**src/rtl/instruction_fetch_unit.sv**
```systemverilog
// Instruction-fetch stage for the 16-bit RISC pipeline: owns the PC, drives
// instruction memory, loads IF/ID, and honours branch redirects and HALT.
module instruction_fetch_unit #(
  parameter logic [15:0] RESET_PC  = 16'h0000,
  parameter logic [15:0] NOP_WORD  = 16'h0000,
  parameter logic [15:0] HALT_WORD = 16'hFFFF
) (
  input  logic        clk,
  input  logic        rst,
  input  logic        stall,
  input  logic        pcsrc,
  input  logic        pcsrc2,
  input  logic [15:0] bra_pc,
  output logic [15:0] imem_addr,
  input  logic [15:0] imem_data,
  output logic [15:0] if_id_instr,
  output logic [15:0] if_id_pc1,
  output logic        if_id_valid,
  output logic        flush_id_exe,
  output logic        halted
);

  typedef enum logic {
    ST_RUN  = 1'b0,
    ST_HALT = 1'b1
  } state_t;

  state_t      r_state;
  state_t      w_state_nxt;
  logic [15:0] r_pc;
  logic [15:0] r_instr;
  logic [15:0] r_pc1;
  logic        r_valid;
  logic [15:0] w_pc_nxt;
  logic [15:0] w_instr_nxt;
  logic [15:0] w_pc1_nxt;
  logic        w_valid_nxt;
  logic [15:0] w_pc_inc;

  // 16-bit add wraps FFFF -> 0000 naturally.
  assign w_pc_inc = r_pc + 16'd1;

  always_comb begin
    // NOTE: every output of this block gets a default (hold) first, so no
    // path can leave a signal unassigned and infer a latch.
    w_state_nxt = r_state;
    w_pc_nxt    = r_pc;
    w_instr_nxt = r_instr;
    w_pc1_nxt   = r_pc1;
    w_valid_nxt = r_valid;

    if (pcsrc) begin
      // Redirect wins over stall and discards whatever was fetched, HALT included.
      w_state_nxt = ST_RUN;
      w_pc_nxt    = bra_pc;
      w_instr_nxt = NOP_WORD;
      w_pc1_nxt   = 16'h0000;
      w_valid_nxt = 1'b0;
    end else if (!stall) begin
      unique case (r_state)
        ST_RUN: begin
          w_pc1_nxt   = w_pc_inc;
          w_valid_nxt = 1'b1;
          if (imem_data == HALT_WORD) begin
            // PC stays on the halt so a resume-by-redirect is the only way out.
            w_instr_nxt = HALT_WORD;
            w_state_nxt = ST_HALT;
          end else begin
            w_instr_nxt = imem_data;
            w_pc_nxt    = w_pc_inc;
          end
        end
        ST_HALT: begin
          w_instr_nxt = NOP_WORD;
          w_pc1_nxt   = 16'h0000;
          w_valid_nxt = 1'b0;
        end
        default: begin
          w_state_nxt = ST_RUN;
        end
      endcase
    end
  end

  always_ff @(posedge clk) begin
    // NOTE: sequential state uses non-blocking assignments so every register
    // samples the pre-edge values regardless of statement order.
    if (rst) begin
      r_state <= ST_RUN;
      r_pc    <= RESET_PC;
      r_instr <= NOP_WORD;
      r_pc1   <= 16'h0000;
      r_valid <= 1'b0;
    end else begin
      r_state <= w_state_nxt;
      r_pc    <= w_pc_nxt;
      r_instr <= w_instr_nxt;
      r_pc1   <= w_pc1_nxt;
      r_valid <= w_valid_nxt;
    end
  end

  assign imem_addr    = r_pc;
  assign if_id_instr  = r_instr;
  assign if_id_pc1    = r_pc1;
  assign if_id_valid  = r_valid;
  assign flush_id_exe = pcsrc2;
  assign halted       = (r_state == ST_HALT);

endmodule

```
**config.mk**
```make
export PLATFORM = sky130hd
export DESIGN_NAME = instruction_fetch_unit
export DESIGN_NICKNAME = d
export VERILOG_FILES = /design/src/rtl/instruction_fetch_unit.sv
export SDC_FILE = /design/constraint.sdc
export NUM_CORES = 1
export LEC_CHECK = 0
export BUFFER_PORTS_ARGS = -buffer_cell sky130_fd_sc_hd__buf_2
export CAP_MARGIN = 20
export CORE_MARGIN = 2
export CORE_UTILIZATION = 30
export CTS_CLUSTER_SIZE = 16
export DETAILED_ROUTE_END_ITERATION = 7
export HOLD_SLACK_MARGIN = 0.05
export PLACE_DENSITY = 0.57
export SETUP_SLACK_MARGIN = 0.05
export SLEW_MARGIN = 0
export SYNTH_ARGS = -nofsm -noshare
export SYNTH_HDL_FRONTEND = slang
export SYNTH_SLANG_ARGS = --single-unit
export TNS_END_PERCENT = 10
```
**constraint.sdc**
```tcl
create_clock -name clk -period 3.05 [get_ports clk]
set_clock_uncertainty 0.05 [all_clocks]
set_input_delay 0.1525 -clock clk [delete_from_list [all_inputs] [get_ports clk]]
set_output_delay 0.1525 -clock clk [all_outputs]
set_load 0.05 [all_outputs]
```
==> results by group <==
Outcome
  • Outcome: completed

Floorplan
  • Core area: 7290 sq um
  • Die ar.: 8250 sq um
  • I/O pin total: 88
  • Die width: 90.8 um
  • FP Rows: 31
  • Die H: 90.8 um
  • Initial Util: 31.0%

Clock network
  • Clock sinks: 50
  • Worst skew pair latency: 0.30 ns
  • H-tree levels: 2
  • Reg clk slew, reported paths: 0.09 ns
  • Clock root cell: clkbuf_8
  • Postcts setup bufs: 0
  • PostCTS Resize Cnt: 0
  • Max clock buf depth: 2
  • Number of CTS-inserted buffers: 5
  • CTS tree: done

Pwr
  • Combinational share of power: 19.2%
  • Leakage Power: 1.19 nW
  • Worst vdd ir: 0.000175 V
  • NetSw: 0.444 mW
  • Pint: 0.944 mW
  • Sequential group share of total power: 51.6%
  • Clock network power share: 29.1%
  • Sw frac: 32.0%
  • Power Dens Cells: 474 nW/um^2

Critical path
  • Crit end category: register
  • WP data required: 3.22 ns
  • Critical path class: reg -> reg
  • Worst reg2reg path depth: 5
  • CP Launch Type: register
  • Reg2reg setup slack: 0.54 ns
  • Crit path DAT: 2.67 ns
  • CP max FO: 11

Synthesis
  • Cell area after synthesis: 2260 sq um
  • Synth Instances: 267
  • FFs w/ async S/R, synth: 0%
  • Synth Register Bits: 50
  • Synth unique cells: 39
  • Yosys warning count: 0
  • Synth Flop Type: dfxtp_1
  • Syn nets: 305
  • Register area share after synthesis: 44.2%
  • EDFF count, synth: 0
  • Average size of a mapped cell: 8.47 sq um

Routing
  • DRT Pass-1 Iters: 4
  • DRC errors left: 0
  • Detailed-route via count: 2270
  • WL/cell: 14.2 um
  • First-iteration detailed-routing DRC count: 138
  • Vias per cell: 5.07
  • Drt total wl: 6350 um
  • Antenna Nets Post-Route: 0

STA
  • Worst Tran Pin Value: 0.926 ns
  • Peak Freq: 399 MHz
  • Final Cycle Share: 82.2%
  • Tmin final: 2.51 ns
  • Hold Fails Final Rpt: 0
  • Relative max-transition margin: 38.2%
  • RSZ-0062 raised after global routing: false
  • Final Max Slew Viols: 0
  • Setup TNS: 0 ns
  • Endpoints failing setup: 0

GRT
  • Initial antenna violation count: 0
  • Vias in the first global route: 2103
  • First-pass GRT wire length: 10300 um
  • Largest net degree at the start of global routing: 38
  • Total track usage: 15.1%
  • Grt total ovfl: 0

Final layout
  • Area Growth Syn to Fin: 29.5%
  • Register area: 1000 sq um
  • ANT cells: 0
  • Commonest cells after routing, fill and taps aside: buf_2 (85), dfxtp_1 (50), nor2_1 (40)
  • Nets: 386
  • Layout cells sized above 1: 30.4%
  • Final instance area: 2930 sq um
  • Most common cell after layout, fill and taps aside: buf_2
  • Area occupied by multi-input gates: 1160 sq um
  • Layout fillers: 781

Placement
  • Gpl congestion: 0.806
  • DP Wirelength: 4570 um
  • DP Area: 2750 sq um
  • Port buffer count: 85

Worst hold path
  • Hold Path Cell Cnt: 3
  • Worst min path class: in -> reg

Job
  • Max Cap Violations: 0
[cell families after synthesis]
group                    count (synthesis)  synth area share (%)
AND/OR/NAND/NOR                        106                  24.2
AO/OA/AOI/OAI                           73                  22.3
flip-flops                              50                  44.2
XOR/XNOR                                 9                  3.48
multiplexers                             1                 0.442
buffers and inverters                   27                  4.81
adder cells (fa/ha/maj)                  1                 0.553
[metrics by stage]
stage	util (%)	total power, mW	cells	hold slack, ns	worst slack, ns
6_report	40.2	1.39	448	0.0522	0.544
5_1_grt	40.2	1.46	448	0.0695	0.302
4_1_cts	40.0	1.40	447	0.0509	0.509
3_5_place_dp	37.8	0.992	432	0.255	0.562
3_3_place_gp	37.8	0.990	432	0.255	0.679
2_1_floorplan	-	0.913	267	0.247	0.492
[what timing repair did]
item | 4_1_cts | 5_1_grt
hold buffers | 7 | 1
hold endpoints to repair | 7 | 1
setup endpoints to repair | 0 | 0
[cell usage after synthesis (2+ instances only)]
master / instances / area (sq um)
a22oi_1: 20 / 150
or3_1: 10 / 62.6
buf_2: 3 / 15.0
nor4_1: 4 / 25.0
nor2_1: 41 / 154
nor3_1: 5 / 25.0
nand4_1: 7 / 43.8
o21ai_0: 18 / 90.1
a311oi_1: 14 / 123
a211oi_1: 2 / 15.0
o31ai_1: 5 / 37.5
a21oi_1: 8 / 40.0
buf_1: 2 / 7.51
or4_1: 6 / 45.0
nand2_1: 12 / 45.0
inv_1: 5 / 18.8
nand3_1: 12 / 60.1
clkbuf_1: 16 / 60.1
dfxtp_1: 50 / 1000
xor2_1: 4 / 35.0
xnor2_1: 5 / 43.8
[registers in the layout, summed over array words and instances (netlist names)]
name / count
halted: 1
if_id_instr: 16
if_id_pc1: 16
if_id_valid: 1
imem_addr: 16
[layer usage]
metal	vias to the layer above	wire length (um)	part of all wire (%)	global-route usage [%]
met5	-	0	0	0
met1	1051	3190	50	21.4
met3	6	301	4.7	3.42
met4	0	69	1.1	3.79
met2	53	2780	44	23.2
li1	1160	-	-	-
[area by class of cell]
| class | count | area share [%] |
|---|---|---|
| tap | 99 | 4.23 |
| sequential | 50 | 34.2 |
| timing repair buffer | 96 | 18.0 |
| inverter | 5 | 0.641 |
| multi-input combinational | 190 | 39.7 |
| clock inverter | 2 | 0.427 |
| clock buffer | 6 | 2.82 |
[worst paths after layout]
check	startpoint	to
worst min register to register	if_id_pc1[6]	if_id_pc1[6]
worst max-delay path	imem_addr[0]	imem_addr[12]
worst max register to register	imem_addr[0]	imem_addr[12]
worst min-delay path	imem_data[14]	if_id_instr[14]
[power groups by stage]
stage | clock network (mW) | registers (mW) | logic [mW]
floorplan | 0 | 0.820 | 0.0934
global placement | 0 | 0.730 | 0.260
detailed placement | 0 | 0.731 | 0.260
CTS | 0.420 | 0.717 | 0.268
global route | 0.447 | 0.723 | 0.288
finish | 0.404 | 0.717 | 0.267
[critical path, cell delays in order (launching register included)]
cell,delay [ns]
dfxtp_1,0.49
ha_1,0.28
nand3_1,0.31
or3_1,0.53
or4_1,0.51
a311oi_1,0.25
No activity file was read; power rests on OpenSTA's default activity.
